`config.mk`:
```
export PLATFORM = sky130hd
export DESIGN_NAME = mem_arbiter_flat
export DESIGN_NICKNAME = d
export VERILOG_FILES = /design/src/rtl/mem_arb_pkg.sv /design/src/rtl/mem_arbiter_if.sv /design/src/rtl/mem_arbiter.sv /design/src/flat_wrapper.sv
export SDC_FILE = /design/constraint.sdc
export NUM_CORES = 1
export LEC_CHECK = 0
export CORE_UTILIZATION = 43
export DETAILED_ROUTE_END_ITERATION = 8
export PLACE_DENSITY = 0.85
export SLEW_MARGIN = 0
export SYNTH_ARGS = -nofsm -noshare
export SYNTH_HDL_FRONTEND = slang
export SYNTH_SLANG_ARGS = --single-unit
```
`constraint.sdc`:
```
create_clock -name clk_i -period 13.8 [get_ports clk_i]
set_clock_uncertainty 0.05 [all_clocks]
set_input_delay 2.07 -clock clk_i [delete_from_list [all_inputs] [get_ports clk_i]]
set_output_delay 2.07 -clock clk_i [all_outputs]
set_load 0.02 [all_outputs]
```
`src/rtl/mem_arb_pkg.sv`:
```
// rtl/mem_arb_pkg.sv - shared constants for the IF/MEM memory arbiter
// Holds the FSM state encoding, the owner constants used when granting the
// bus, and the default address/data widths.
package mem_arb_pkg;

    localparam int DEF_ADDR_W = 32;
    localparam int DEF_DATA_W = 32;

    localparam logic [1:0] IDLE   = 2'b00;
    localparam logic [1:0] BUSY_I = 2'b01;
    localparam logic [1:0] BUSY_D = 2'b10;

    localparam logic OWN_IF = 1'b0;
    localparam logic OWN_D  = 1'b1;

endpackage

```
`src/rtl/mem_arbiter_if.sv`:
```
// rtl/mem_arbiter_if.sv - single-ported memory bus between arbiter and memory
// Ports (master = arbiter, slave = memory):
//   mem_req/mem_we/mem_addr/mem_wdata/mem_be : transaction, master -> slave
//   mem_rdata/mem_ack                        : completion, slave -> master
interface mem_arbiter_if
    import mem_arb_pkg::*;
#(
    parameter int ADDR_W = DEF_ADDR_W,
    parameter int DATA_W = DEF_DATA_W
);
    logic                mem_req;
    logic                mem_we;
    logic [ADDR_W-1:0]   mem_addr;
    logic [DATA_W-1:0]   mem_wdata;
    logic [DATA_W/8-1:0] mem_be;
    logic [DATA_W-1:0]   mem_rdata;
    logic                mem_ack;

    modport master (
        output mem_req, mem_we, mem_addr, mem_wdata, mem_be,
        input  mem_rdata, mem_ack
    );

    modport slave (
        input  mem_req, mem_we, mem_addr, mem_wdata, mem_be,
        output mem_rdata, mem_ack
    );
endinterface

```
`src/rtl/mem_arbiter.sv`:
```
// rtl/mem_arbiter.sv - fixed-priority arbiter sharing one memory between IF and MEM ports
// Ports:
//   clk_i, rst_i             : clock, asynchronous active-high reset
//   if_req_i/if_addr_i       : fetch request, held until if_ready_o
//   if_flush_i               : kills the in-flight fetch (data discarded)
//   if_rdata_o/if_ready_o    : fetched word and one-cycle completion pulse
//   if_stall_o               : if_req_i & ~if_ready_o
//   d_req_i/d_we_i/d_addr_i/d_wdata_i/d_be_i : data request, held until d_ready_o
//   d_rdata_o/d_ready_o      : load data and one-cycle completion pulse
//   d_stall_o                : d_req_i & ~d_ready_o
//   bus                      : memory bus (master side)
module mem_arbiter
    import mem_arb_pkg::*;
#(
    parameter int ADDR_W = DEF_ADDR_W,
    parameter int DATA_W = DEF_DATA_W
) (
    input  logic                clk_i,
    input  logic                rst_i,
    input  logic                if_req_i,
    input  logic [ADDR_W-1:0]   if_addr_i,
    input  logic                if_flush_i,
    output logic [DATA_W-1:0]   if_rdata_o,
    output logic                if_ready_o,
    output logic                if_stall_o,
    input  logic                d_req_i,
    input  logic                d_we_i,
    input  logic [ADDR_W-1:0]   d_addr_i,
    input  logic [DATA_W-1:0]   d_wdata_i,
    input  logic [DATA_W/8-1:0] d_be_i,
    output logic [DATA_W-1:0]   d_rdata_o,
    output logic                d_ready_o,
    output logic                d_stall_o,
    mem_arbiter_if.master       bus
);

    localparam int BE_W = DATA_W / 8;

    logic [1:0]        state_q,     state_d;
    logic              mem_req_q,   mem_req_d;
    logic              mem_we_q,    mem_we_d;
    logic [ADDR_W-1:0] mem_addr_q,  mem_addr_d;
    logic [DATA_W-1:0] mem_wdata_q, mem_wdata_d;
    logic [BE_W-1:0]   mem_be_q,    mem_be_d;
    logic              if_ready_q,  if_ready_d;
    logic              d_ready_q,   d_ready_d;
    logic [DATA_W-1:0] if_rdata_q,  if_rdata_d;
    logic [DATA_W-1:0] d_rdata_q,   d_rdata_d;
    logic              discard_q,   discard_d;

    logic if_elig;
    logic d_elig;
    logic grant_own;

    // A port whose ready is high this cycle still shows its old request;
    // masking it keeps the completed access from being issued twice.
    assign if_elig   = if_req_i & ~if_ready_q;
    assign d_elig    = d_req_i  & ~d_ready_q;
    assign grant_own = d_elig ? OWN_D : OWN_IF;

    always_comb begin
        state_d     = state_q;
        mem_req_d   = mem_req_q;
        mem_we_d    = mem_we_q;
        mem_addr_d  = mem_addr_q;
        mem_wdata_d = mem_wdata_q;
        mem_be_d    = mem_be_q;
        if_rdata_d  = if_rdata_q;
        d_rdata_d   = d_rdata_q;
        discard_d   = discard_q;
        if_ready_d  = 1'b0;
        d_ready_d   = 1'b0;

        case (state_q)
            IDLE: begin
                if (d_elig || if_elig) begin
                    mem_req_d = 1'b1;
                    if (grant_own == OWN_D) begin
                        state_d     = BUSY_D;
                        mem_we_d    = d_we_i;
                        mem_addr_d  = d_addr_i;
                        mem_wdata_d = d_wdata_i;
                        mem_be_d    = d_be_i;
                    end else begin
                        state_d     = BUSY_I;
                        mem_we_d    = 1'b0;
                        mem_addr_d  = if_addr_i;
                        mem_wdata_d = '0;
                        mem_be_d    = '1;
                        // A flush in the grant cycle already targets this fetch.
                        discard_d   = if_flush_i;
                    end
                end
            end
            BUSY_I: begin
                if (bus.mem_ack) begin
                    state_d   = IDLE;
                    mem_req_d = 1'b0;
                    discard_d = 1'b0;
                    // A flush arriving together with the ack still kills the data.
                    if (!(discard_q || if_flush_i)) begin
                        if_rdata_d = bus.mem_rdata;
                        if_ready_d = 1'b1;
                    end
                end else if (if_flush_i) begin
                    discard_d = 1'b1;
                end
            end
            BUSY_D: begin
                if (bus.mem_ack) begin
                    state_d   = IDLE;
                    mem_req_d = 1'b0;
                    d_rdata_d = bus.mem_rdata;
                    d_ready_d = 1'b1;
                end
            end
            default: begin
                state_d   = IDLE;
                mem_req_d = 1'b0;
                discard_d = 1'b0;
            end
        endcase
    end

    always_ff @(posedge clk_i or posedge rst_i) begin
        if (rst_i) begin
            state_q     <= IDLE;
            mem_req_q   <= 1'b0;
            mem_we_q    <= 1'b0;
            mem_addr_q  <= '0;
            mem_wdata_q <= '0;
            mem_be_q    <= '0;
            if_ready_q  <= 1'b0;
            d_ready_q   <= 1'b0;
            if_rdata_q  <= '0;
            d_rdata_q   <= '0;
            discard_q   <= 1'b0;
        end else begin
            state_q     <= state_d;
            mem_req_q   <= mem_req_d;
            mem_we_q    <= mem_we_d;
            mem_addr_q  <= mem_addr_d;
            mem_wdata_q <= mem_wdata_d;
            mem_be_q    <= mem_be_d;
            if_ready_q  <= if_ready_d;
            d_ready_q   <= d_ready_d;
            if_rdata_q  <= if_rdata_d;
            d_rdata_q   <= d_rdata_d;
            discard_q   <= discard_d;
        end
    end

    assign bus.mem_req   = mem_req_q;
    assign bus.mem_we    = mem_we_q;
    assign bus.mem_addr  = mem_addr_q;
    assign bus.mem_wdata = mem_wdata_q;
    assign bus.mem_be    = mem_be_q;

    assign if_rdata_o = if_rdata_q;
    assign if_ready_o = if_ready_q;
    assign d_rdata_o  = d_rdata_q;
    assign d_ready_o  = d_ready_q;
    assign if_stall_o = if_req_i & ~if_ready_q;
    assign d_stall_o  = d_req_i  & ~d_ready_q;

endmodule

```
`src/flat_wrapper.sv`:
```
// flat-port wrapper written by rule: the top's interface ports become plain ports
module mem_arbiter_flat import mem_arb_pkg::*;
#(
    parameter int ADDR_W = DEF_ADDR_W,
    parameter int DATA_W = DEF_DATA_W
)
  (clk_i, rst_i, if_req_i, if_addr_i, if_flush_i, if_rdata_o, if_ready_o, if_stall_o, d_req_i, d_we_i, d_addr_i, d_wdata_i, d_be_i, d_rdata_o, d_ready_o, d_stall_o, bus_mem_req, bus_mem_we, bus_mem_addr, bus_mem_wdata, bus_mem_be, bus_mem_rdata, bus_mem_ack);
  mem_arbiter_if #(.ADDR_W(ADDR_W), .DATA_W(DATA_W)) bus_i ();
  input  logic clk_i;
  input  logic rst_i;
  input  logic if_req_i;
  input  logic [ADDR_W-1:0] if_addr_i;
  input  logic if_flush_i;
  output logic [DATA_W-1:0] if_rdata_o;
  output logic if_ready_o;
  output logic if_stall_o;
  input  logic d_req_i;
  input  logic d_we_i;
  input  logic [ADDR_W-1:0] d_addr_i;
  input  logic [DATA_W-1:0] d_wdata_i;
  input  logic [DATA_W/8-1:0] d_be_i;
  output logic [DATA_W-1:0] d_rdata_o;
  output logic d_ready_o;
  output logic d_stall_o;
  output wire logic [$bits(bus_i.mem_req)-1:0] bus_mem_req;
  output wire logic [$bits(bus_i.mem_we)-1:0] bus_mem_we;
  output wire logic [$bits(bus_i.mem_addr)-1:0] bus_mem_addr;
  output wire logic [$bits(bus_i.mem_wdata)-1:0] bus_mem_wdata;
  output wire logic [$bits(bus_i.mem_be)-1:0] bus_mem_be;
  input wire logic [$bits(bus_i.mem_rdata)-1:0] bus_mem_rdata;
  input wire logic [$bits(bus_i.mem_ack)-1:0] bus_mem_ack;
  assign bus_mem_req = bus_i.mem_req;
  assign bus_mem_we = bus_i.mem_we;
  assign bus_mem_addr = bus_i.mem_addr;
  assign bus_mem_wdata = bus_i.mem_wdata;
  assign bus_mem_be = bus_i.mem_be;
  assign bus_i.mem_rdata = bus_mem_rdata;
  assign bus_i.mem_ack = bus_mem_ack;
  mem_arbiter #(.ADDR_W(ADDR_W), .DATA_W(DATA_W)) u_core (.clk_i(clk_i), .rst_i(rst_i), .if_req_i(if_req_i), .if_addr_i(if_addr_i), .if_flush_i(if_flush_i), .if_rdata_o(if_rdata_o), .if_ready_o(if_ready_o), .if_stall_o(if_stall_o), .d_req_i(d_req_i), .d_we_i(d_we_i), .d_addr_i(d_addr_i), .d_wdata_i(d_wdata_i), .d_be_i(d_be_i), .d_rdata_o(d_rdata_o), .d_ready_o(d_ready_o), .d_stall_o(d_stall_o), .bus(bus_i));
endmodule
```
==> results.md, run 1 <==
* Netlist cell types at 27
* RR Startpoint: u_core.d_ready_o
* Worst Hold Class: reg -> reg
* Via density at 5.067
* Largest net degree at the start of global routing at 98
* Iteration-0 DRC Markers at 204
* Setup TNS at 0 ns
* Status: finished clean
* Slowest cell on the critical path: clkdlybuf4s50_1
* Total global-route track usage at 25.63%
* Syn Inst Count at 395
* Maximum fanout along the worst path at 35
* Dpl hpwl at 11790 um
* Worst IR Drop VDD at 154.2 uV
* Crit end category: output port
* Final ANT Viol Nets at 0
* Crit path launch type: input port
* Drt total wl at 16440 um
* Post-route minimum period at 5.876 ns
* Slowest stage delay, CP at 0.56 ns
* Worst relative slew slack at 40.40%
* Pleak at 3.919 nW
* Crit Path Category: in -> out
* Worst-path cell chain: clkdlybuf4s50_1, nand2b_2, buf_4, inv_4, clkdlybuf4s50_1
* Worst-path clk slew at 0.05 ns
* # resized after CTS at 0
* Wirelength per Cell at 19.30 um
* Port bufs at 276
* Die footprint at 13240 um^2
* Vias in the first global route at 4728
* Die Y at 115.0 um
* Ant. Diodes at 0
* Total gr overflow at 0
* Largest cells by area after synthesis: dfrtp_1 (63%), mux2_2 (13%), mux2i_1 (5.8%)
* Asr flop ratio synth at 100.0%
* RSZ-0062 raised after global routing: no
* Worst setup startpoint: d_req_i
* Achievable frequency at 0.1702 GHz
* Postcts setup bufs at 0
* Crit path arrival time at 3.76 ns
* Total number of vias at 4317
* Synth Cell Area at 5495 um^2
* Initial antenna violation count at 0
* Layout cell share with drive strength beyond 1 at 14.91%
* Die Span X at 115.0 um
* Max Buffers Root-to-Sink at 2
* Flop2flop setup slack at 11.28 ns
* Avg Inst Size Synth at 13.91 um^2
* Starting Density at 45.00%
* Drt drc at 0
* H-tree depth at 4
* # IOs at 277
* Prevailing post-synth register cell: dfrtp_1
* Yosys warning count at 0
* Post-synthesis register bit count at 139
* Root Buffer Master: clkbuf_16
* Hold-fix buffer count after cts at 0
* Max cap viols at 0
* CP most frequent cell: clkdlybuf4s50_1
* Area Overhead vs Synth at 63.93%
* Period Utilization, post-route at 42.58%
* Iteration count of the initial detailed-routing pass at 4
* Post-Syn Nets at 539
* Fin. max-slew vios at 0
* CTS tree: done
* Hold Fails Final Rpt at 0
* Yosys top cell by area: dfrtp_1
* Pwr Density at 247.6 nW/um^2
* Worst-Margin Slew at 0.8940 ns
* Total CTS buffers at 17
* EDFF count, synth at 0
* First-pass GRT wire length at 24760 um
* Row count at 40
* Setup Viol. Count Final at 0
* Sequential-to-total area share from yosys stat at 63.30%
* Routability cong. at 0.7846
* Core box area at 12210 um^2
* Final Core Density at 73.77%
* Nets at 815
* Clock Sinks at 139
* Synth top area share at 63.30%
* Worst hold start: u_core.bus.mem_addr[6]
* Clk Latency, worst-skew pair at 0.41 ns
* Critical Path RT at 11.68 ns
[path summary, 6_finish.rpt]
check,to,cells after the start
worst max-delay path,d_stall_o,5
worst min-delay path,u_core.bus.mem_addr[6],2
worst max register to register,u_core.bus.mem_addr[20],6
worst min register to register,u_core.bus.mem_addr[6],2
max in group asynchronous,u_core.d_rdata_o[4],3
min in group asynchronous,u_core.bus.mem_wdata[9],2
[layer usage]
metal  global-route usage, %  share of wire (%)
met4                   13.59                3.7
met5                       0                  0
met1                   25.69                 35
met3                   11.70                 11
met2                   44.54                 51
[final cells by class]
cell class | count | area [um^2]
Clock buffer | 25 | 475.5
Inverter | 6 | 30.03
Clock inverter | 7 | 113.9
Fill cell | 855 | 3203
Sequential cell | 139 | 3478
Tap cell | 168 | 210.2
Multi-Input combinational cell | 225 | 1893
Timing Repair Buffer | 282 | 2808
[sequential cells by signal, indices dropped and copies added (netlist names)]
register              flops
u_core.d_rdata_o         32
u_core.bus.mem_addr      32
u_core.bus.mem_be         4
u_core.d_ready_o          1
u_core.if_rdata_o        32
u_core.if_ready_o         1
u_core.state_q            2
u_core.bus.mem_req        1
u_core.bus.mem_wdata     32
u_core.discard_q          1
u_core.bus.mem_we         1
[cell families (layout without fill, tap and decap cells)]
logic type,after synthesis,count (layout),share of synthesized area [%]
AO/OA/AOI/OAI,76,76,10.02
adder cells (fa/ha/maj),5,5,1.138
buffers and inverters,31,320,2.710
flip-flops,139,139,63.30
multiplexers,97,97,19.15
AND/OR/NAND/NOR,47,47,3.689
[per-stage QoR]
| step | setup slack (ns) | cells | total power, mW | hold WS [ns] | area [um^2] |
|---|---|---|---|---|---|
| final | 7.924 | 852 | 2.231 | 0.4329 | 9009 |
| after global routing | 7.853 | 852 | 2.343 | 0.4620 | 9009 |
| after CTS | 7.930 | 852 | 2.250 | 0.4369 | 9009 |
| after detailed placement | 7.925 | 820 | 1.780 | 0.4197 | 8419 |
| after global placement | 7.950 | 820 | 1.741 | 0.4137 | 8419 |
| after floorplan | 7.955 | 395 | 1.245 | 0.4091 | 5495 |
[cell usage in the layout, fill, tap and decap left out, types with 2 or more instances in the layout]
| cell | Yosys | layout |
|---|---|---|
| clkinv_2 | 0 | 3 |
| a22o_1 | 33 | 33 |
| clkdlybuf4s50_1 | 0 | 276 |
| o21ai_1 | 8 | 8 |
| dfrtp_1 | 139 | 139 |
| clkbuf_16 | 0 | 17 |
| inv_1 | 5 | 4 |
| o21ai_0 | 26 | 26 |
| mux2i_1 | 32 | 32 |
| clkbuf_8 | 0 | 2 |
| bufinv_16 | 0 | 3 |
| nand2_1 | 36 | 36 |
| mux2_2 | 64 | 64 |
| buf_4 | 0 | 6 |
| nand2b_1 | 3 | 2 |
| ha_1 | 5 | 5 |
| nor2b_1 | 2 | 2 |
| clkbuf_1 | 8 | 6 |
| o22a_1 | 5 | 5 |
| nor2_1 | 2 | 2 |
[critical path: cells and delay by family]
kind          cells  cell delay, ns
buf+inv           4            1.58
simple gates      1            0.07
[power by group]
group / switching [mW] / internal (mW)
registers: 0.111 / 0.608
clock network: 0.159 / 0.293
logic: 0.530 / 0.531
total: 0.800 / 1.43
[synthesized netlist by cell type, drive strengths merged (3+ instances only)]
cell type,count
a22o,33
buf,17
clkbuf,8
dfrtp,139
ha,5
inv,6
mux2,65
mux2i,32
nand2,36
nand2b,3
o21ai,35
o22a,5
No activity file was read; power rests on OpenSTA's default activity.
==> inputs of run 2 (changes only) <==
--- a/config.mk
+++ b/config.mk
@@ -5,9 +5,9 @@
 export SDC_FILE = /design/constraint.sdc
 export NUM_CORES = 1
 export LEC_CHECK = 0
-export CORE_UTILIZATION = 43
+export CORE_UTILIZATION = 40
 export DETAILED_ROUTE_END_ITERATION = 8
-export PLACE_DENSITY = 0.85
+export PLACE_DENSITY = 0.8
 export SLEW_MARGIN = 0
 export SYNTH_ARGS = -nofsm -noshare
 export SYNTH_HDL_FRONTEND = slang
==> constraint.sdc (replaced) <==
create_clock -name clk_i -period 6 [get_ports clk_i]
set_clock_uncertainty 0.05 [all_clocks]
set_input_delay 0.9 -clock clk_i [delete_from_list [all_inputs] [get_ports clk_i]]
set_output_delay 0.9 -clock clk_i [all_outputs]
set_load 0.02 [all_outputs]
==> run 2 against run 1 <==
- non-clock buffer count stayed put
- critical path depth stayed put
- largest power group unchanged
- sequential share of layout area is 0.22 points lower
- largest cell class unchanged
- hold slack worse by 0.0044 ns
- flip-flop and latch count stayed put
- first-iteration DRC count is 14% lower
- register-to-register slack worse by 8.0 ns
- cell count is 0.94% higher
- cell area is 0.58% higher
- critical path type unchanged
- via count is 1.9% lower
==> results.md, run 2 (synthesis gave the netlist of run 1 again) <==
* Slowest stage delay, CP at 0.57 ns (was 0.56 ns)
* Max cap viols at 0 (unchanged)
* Total global-route track usage at 21.37% (was 25.63%)
* Total gr overflow at 0 (unchanged)
* Setup Viol. Count Final at 0 (unchanged)
* Largest net degree at the start of global routing at 79 (was 98)
* Die Span X at 119.2 um (was 115.0 um)
* Most frequent cells in the layout: clkdlybuf4s50_1 (276), dfrtp_1 (139), mux2_2 (64) (unchanged)
* Vias in the first global route at 4626 (was 4728)
* CTS tree: done (unchanged)
* Die footprint at 14210 um^2 (was 13240 um^2)
* Via density at 4.923 (was 5.067)
* Total number of vias at 4234 (was 4317)
* Core box area at 13300 um^2 (was 12210 um^2)
* RSZ-0062 raised after global routing: no (unchanged)
* Ant. Diodes at 0 (unchanged)
* Pleak at 3.932 nW (was 3.919 nW)
* Worst-path cell chain: clkdlybuf4s50_1, nand2b_2, buf_4, inv_4, clkdlybuf4s50_1 (unchanged)
* Critical Path RT at 5.05 ns (was 11.68 ns)
* # resized after CTS at 0 (unchanged)
* First-pass GRT wire length at 23450 um (was 24760 um)
* Worst-path clk slew at 0.06 ns (was 0.05 ns)
* Initial antenna violation count at 0 (unchanged)
* Starting Density at 41.33% (was 45.00%)
* Slowest cell on the critical path: clkdlybuf4s50_1 (unchanged)
* Crit-path leading delay family: buffers and inverters (unchanged)
* Iteration-0 DRC Markers at 176 (was 204)
* Crit path arrival time at 2.59 ns (was 3.76 ns)
* Register area at 3478 um^2 (unchanged)
* Flop pwr share at 31.9% (was 32.2%)
* Area Overhead vs Synth at 64.89% (was 63.93%)
* Port bufs at 276 (unchanged)
* Most common cell after layout, fill and taps aside: clkdlybuf4s50_1 (unchanged)
* Net switching power at 1.833 mW (was 0.7996 mW)
* Clock Sinks at 139 (unchanged)
* Worst IR Drop VDD at 309.6 uV (was 154.2 uV)
* Setup slack after layout at 2.461 ns (was 7.924 ns)
* Die Y at 119.2 um (was 115.0 um)
* Wirelength per Cell at 17.23 um (was 19.30 um)
* Routability cong. at 0.7191 (was 0.7846)
* Crit Path Category: in -> out (unchanged)
* Switching Share at 35.54% (was 35.84%)
* Row count at 42 (was 40)
* Pwr Density at 569.1 nW/um^2 (was 247.6 nW/um^2)
* Area of the multi-input gates at 1893 um^2 (unchanged)
* Dpl hpwl at 10730 um (was 11790 um)
* Total CTS buffers at 17 (unchanged)
* Worst-Margin Slew at 0.7640 ns (was 0.8940 ns)
* Hold-fix buffer count after cts at 0 (unchanged)
* Drt drc at 0 (unchanged)
* Fin. max-slew vios at 0 (unchanged)
* Iteration count of the initial detailed-routing pass at 4 (unchanged)
* Maximum fanout along the worst path at 35 (unchanged)
* # IOs at 277 (unchanged)
* Status: finished clean (unchanged)
* Setup TNS at 0 ns (unchanged)
* Achievable frequency at 0.2826 GHz
* Root Buffer Master: clkbuf_16 (unchanged)
* Postcts setup bufs at 0 (unchanged)
* Crit path buf inv count at 4 (unchanged)
* H-tree depth at 4 (unchanged)
* Drt total wl at 14810 um (was 16440 um)
* Clk Latency, worst-skew pair at 0.41 ns (about the same)
* Fillers at 960 (was 855)
* Period Utilization, post-route at 58.98%
* Hold Slack at 0.4285 ns (was 0.4329 ns)
* Worst relative slew slack at 49.07% (was 40.40%)
* Layout cell share with drive strength beyond 1 at 15.79% (was 14.91%)
* Nets at 815 (unchanged)
* Final ANT Viol Nets at 0 (unchanged)
* Crit end category: output port (unchanged)
* Worst Hold Class: reg -> reg (unchanged)
* Setup slack at placement at 2.338 ns (was 7.925 ns)
* Final Core Density at 68.15% (was 73.77%)
* Post-route minimum period at 3.539 ns
* Max Buffers Root-to-Sink at 2 (unchanged)
* CP most frequent cell: clkdlybuf4s50_1 (unchanged)
* Part of the power in the clock network at 21.5% (was 20.3%)
* Crit path launch type: input port (unchanged)
* Combinational share of power at 46.7% (was 47.5%)
* Hold Fails Final Rpt at 0 (unchanged)
* Int Pwr at 3.324 mW (was 1.431 mW)
## run 2: layout make-up
cell class                 count  area share, %
multi-input combinational    225          20.89
tap                          176          2.430
clock buffer                  18          4.847
inverter                       6         0.3314
timing repair buffer         282          30.99
clock inverter                14          2.126
sequential                   139          38.39
## run 2: per-stage QoR
| step | cell area [um^2] | power [mW] | cells |
|---|---|---|---|
| floorplan | 5495 | 2.864 | 395 |
| global placement | 8429 | 3.987 | 828 |
| detailed placement | 8429 | 4.069 | 828 |
| CTS | 9061 | 5.206 | 860 |
| global route | 9061 | 5.412 | 860 |
| finish | 9061 | 5.157 | 860 |
## run 2: worst register-to-register path, cell delays in order (launching register included)
cell	delay, ns
dfrtp_1	0.37
nand2b_2	0.12
buf_4	0.48
inv_4	0.15
o21ai_4	0.52
buf_4	0.64
o21ai_0	0.25
## run 2: final timing paths
check,depth (start not counted),to,from,slack (ns)
min in group asynchronous,2,u_core.bus.mem_wdata[10],rst_i,0.92
worst min-delay path,2,u_core.bus.mem_addr[22],u_core.bus.mem_addr[22],0.43
worst max register to register,6,u_core.bus.mem_addr[26],u_core.d_ready_o,3.27
max in group asynchronous,3,u_core.if_rdata_o[5],rst_i,3.70
worst max-delay path,5,d_stall_o,d_req_i,2.46
worst min register to register,2,u_core.bus.mem_addr[22],u_core.bus.mem_addr[22],0.43
## run 2: metal layers
| metal | vias up | routed length [um] | global-route usage, % |
|---|---|---|---|
| met1 | 2062 | 5569 | 23.00 |
| met2 | 191 | 7207 | 36.26 |
| met5 | - | 0 | 0 |
| met4 | 0 | 272 | 8.228 |
| met3 | 21 | 1765 | 10.01 |
| li1 | 1960 | - | - |
## run 2: power by group through the flow
stage	registers (mW)	clock network (mW)	logic (mW)
global placement	1.63	0	2.36
finish	1.64	1.11	2.41
global route	1.70	1.17	2.55
detailed placement	1.65	0	2.42
CTS	1.65	1.13	2.43
floorplan	2.18	0	0.680
==> inputs of run 3 (changes only) <==
--- a/config.mk
+++ b/config.mk
@@ -5,9 +5,9 @@
 export SDC_FILE = /design/constraint.sdc
 export NUM_CORES = 1
 export LEC_CHECK = 0
-export CORE_UTILIZATION = 40
+export CORE_UTILIZATION = 36
 export DETAILED_ROUTE_END_ITERATION = 8
-export PLACE_DENSITY = 0.8
+export PLACE_DENSITY = 0.76
 export SLEW_MARGIN = 0
 export SYNTH_ARGS = -nofsm -noshare
 export SYNTH_HDL_FRONTEND = slang
==> constraint.sdc (replaced) <==
create_clock -name clk_i -period 3.12 [get_ports clk_i]
set_clock_uncertainty 0.05 [all_clocks]
set_input_delay 0.468 -clock clk_i [delete_from_list [all_inputs] [get_ports clk_i]]
set_output_delay 0.468 -clock clk_i [all_outputs]
set_load 0.02 [all_outputs]
==> run 3 against run 2 <==
- the flow now finishes with violations (design-rule violations)
- die area up 11%
- combinational power is 94% higher
- via count down 1.3%
- cell count up 0.93%
- global-route usage decreased by 1.5 points
- hold slack got worse by 0.0016 ns
- wire length rose by 2.3%
- count of clock-buffer cells in the layout rose by 2
- flip-flop and latch count unchanged
- register-to-register slack lost 2.3 ns
- cell area grew 0.39%
- largest cell class unchanged
==> results.md, run 3 (synthesis gave the netlist of run 1 again) <==
* Status: finished, violations left (was finished clean)
* Violated checks: design-rule violations
* Pwr Density at 1085 nW/um^2 (was 569.1 nW/um^2)
* RR Startpoint: u_core.state_q[1] (was u_core.d_ready_o)
* Hold-fix buffer count after cts at 0 (unchanged)
* Fillers at 1155 (was 960)
* Dpl hpwl at 10930 um (was 10730 um)
* Largest net degree at the start of global routing at 98 (was 79)
* Total CTS buffers at 17 (unchanged)
* Setup Viol. Count Final at 0 (unchanged)
* Crit Path Category: in -> out (unchanged)
* Worst-Margin Slew at 0.5825 ns (was 0.7640 ns)
* Drt total wl at 15150 um (was 14810 um)
* Final ANT Viol Nets at 0 (unchanged)
* Initial antenna violation count at 0 (unchanged)
* Slowest cell on the critical path: clkdlybuf4s50_1 (unchanged)
* Crit end category: output port (unchanged)
* Hold Slack at 0.4269 ns (was 0.4285 ns)
* Crit path buf inv count at 3 (was 4)
* Post-Place Cells at 837 (was 828)
* Clk Latency, worst-skew pair at 0.41 ns (about the same)
* Iteration-0 DRC Markers at 157 (was 176)
* Wirelength per Cell at 17.45 um (was 17.23 um)
* CTS tree: done (unchanged)
* Maximum fanout along the worst path at 3 (was 35)
* Routability cong. at 0.7789 (was 0.7191)
* Most common cell after layout, fill and taps aside: clkdlybuf4s50_1 (unchanged)
* Die Span X at 125.6 um (was 119.2 um)
* Critical Path RT at 2.60 ns (was 5.05 ns)
* Total gr overflow at 0 (unchanged)
* Worst setup startpoint: if_req_i (was d_req_i)
* Pleak at 3.931 nW (was 3.932 nW)
* Setup TNS at 0 ns (unchanged)
* H-tree depth at 4 (unchanged)
* Starting Density at 37.39% (was 41.33%)
* Crit Reg-Reg Endpoint: u_core.if_rdata_o[10] (was u_core.bus.mem_addr[26])
* Area Overhead vs Synth at 65.53% (was 64.89%)
* Register area at 3478 um^2 (unchanged)
* Crit path arrival time at 1.75 ns (was 2.59 ns)
* Via density at 4.812 (was 4.923)
* Final Non-Filler Cells at 868 (was 860)
* Hold Fails Final Rpt at 0 (unchanged)
* Worst-path cell chain: clkdlybuf4s50_1, nand2b_1, inv_1, clkdlybuf4s50_1 (was clkdlybuf4s50_1, nand2b_2, buf_4, inv_4, clkdlybuf4s50_1)
* Max cap viols at 0 (unchanged)
* Achievable frequency at 0.4417 GHz
* Crit path launch type: input port (unchanged)
* Area of the multi-input gates at 1893 um^2 (unchanged)
* Clock Sinks at 139 (unchanged)
* Worst IR Drop VDD at 693.9 uV (was 309.6 uV)
* Drt drc at 22 (was 0)
* Fin. max-slew vios at 0 (unchanged)
* Total global-route track usage at 19.86% (was 21.37%)
* Worst-path clk slew at 0.06 ns (about the same)
* Vias in the first global route at 4643 (was 4626)
* Row count at 44 (was 42)
* Crit path to: if_stall_o (was d_stall_o)
* Flop2flop setup slack at 1.01 ns (was 3.27 ns)
* Crit-path leading delay family: buffers and inverters (unchanged)
* Postcts setup bufs at 0 (unchanged)
* Die footprint at 15760 um^2 (was 14210 um^2)
* Worst Hold Class: reg -> reg (unchanged)
* Slowest stage delay, CP at 0.62 ns (was 0.57 ns)
* RSZ-0062 raised after global routing: no (unchanged)
* Core box area at 14700 um^2 (was 13300 um^2)
* Ant. Diodes at 0 (unchanged)
* Layout cell share with drive strength beyond 1 at 15.64% (was 15.79%)
* Worst relative slew slack at 61.17% (was 49.07%)
* Iteration count of the initial detailed-routing pass at 6 (was 4)
* Total number of vias at 4177 (was 4234)
* Max Buffers Root-to-Sink at 2 (unchanged)
* First-pass GRT wire length at 23970 um (was 23450 um)
* R2r worst-path depth at 5 (was 6)
* Power Total at 9.869 mW (was 5.157 mW)
* Die Y at 125.6 um (was 119.2 um)
* Period Utilization, post-route at 72.56%
* Nets at 816 (was 815)
* Cell depth of the worst setup path at 4 (was 5)
* # IOs at 277 (unchanged)
* Root Buffer Master: clkbuf_16 (unchanged)
* Port bufs at 276 (unchanged)
* CP most frequent cell: clkdlybuf4s50_1 (unchanged)
* Post-route minimum period at 2.264 ns
* Most frequent cells in the layout: clkdlybuf4s50_1 (276), dfrtp_1 (139), mux2_2 (64) (unchanged)
* # resized after CTS at 0 (unchanged)
## run 3: changes by cell type in the layout (fill, tap and decap cells not counted)
| cell | previous run | this run |
|---|---|---|
| clkbuf_1 | 0 | 1 |
| buf_12 | 0 | 4 |
| buf_4 | 6 | 3 |
| bufinv_16 | 4 | 3 |
| clkbuf_8 | 1 | 2 |
| inv_6 | 4 | 1 |
| clkinvlp_4 | 3 | 5 |
| clkinv_4 | 1 | 0 |
## run 3: layout make-up
type	count	area share, %
sequential	139	38.24
clock inverter	11	1.582
clock buffer	20	5.021
multi-input combinational	225	20.81
inverter	6	0.3164
timing repair buffer	283	31.50
tap	184	2.531
## run 3: layer usage
metal | wire (um) | global-route usage [%] | vias to the layer above
met2 | 7524 | 34.15 | 195
met3 | 1749 | 9.799 | 29
met1 | 5541 | 20.48 | 1991
met5 | 0 | 0 | -
li1 | - | - | 1962
met4 | 334 | 8.393 | 0
## run 3: worst min-delay path by stage
stage | slack, ns | depth (start not counted) | end | start
after floorplan | 0.41 | 1 | u_core.discard_q | u_core.discard_q
after global placement | 0.41 | 2 | u_core.bus.mem_addr[16] | u_core.bus.mem_addr[16]
after detailed placement | 0.42 | 2 | u_core.bus.mem_addr[8] | u_core.bus.mem_addr[8]
after CTS | 0.43 | 2 | u_core.bus.mem_addr[8] | u_core.bus.mem_addr[8]
after global routing | 0.45 | 2 | u_core.bus.mem_addr[11] | u_core.bus.mem_addr[11]
final | 0.43 | 2 | u_core.bus.mem_addr[8] | u_core.bus.mem_addr[8]
## run 3: power by group
group | switching (mW) | leakage, nW | internal [mW]
Clock | 0.734 | 0.284 | 1.29
Combinational | 2.30 | 1.94 | 2.37
Sequential | 0.482 | 1.70 | 2.69
Total | 3.52 | 3.93 | 6.35
## run 3: tightest hold or removal path, cell delays in order (launching register included)
cell and delay [ns]:
dfrtp_1 0.34, nand2_1 0.04, o21ai_0 0.06
## run 3: stage by stage
stage	cell area (um^2)	worst slack, ns	utilization, %
2_1_floorplan	5499	0.8669	-
3_3_place_gp	8496	0.7861	57.80
3_5_place_dp	8496	0.6969	57.80
4_1_cts	9096	0.8512	61.88
5_1_grt	9096	0.8295	61.88
6_report	9096	0.8561	61.88
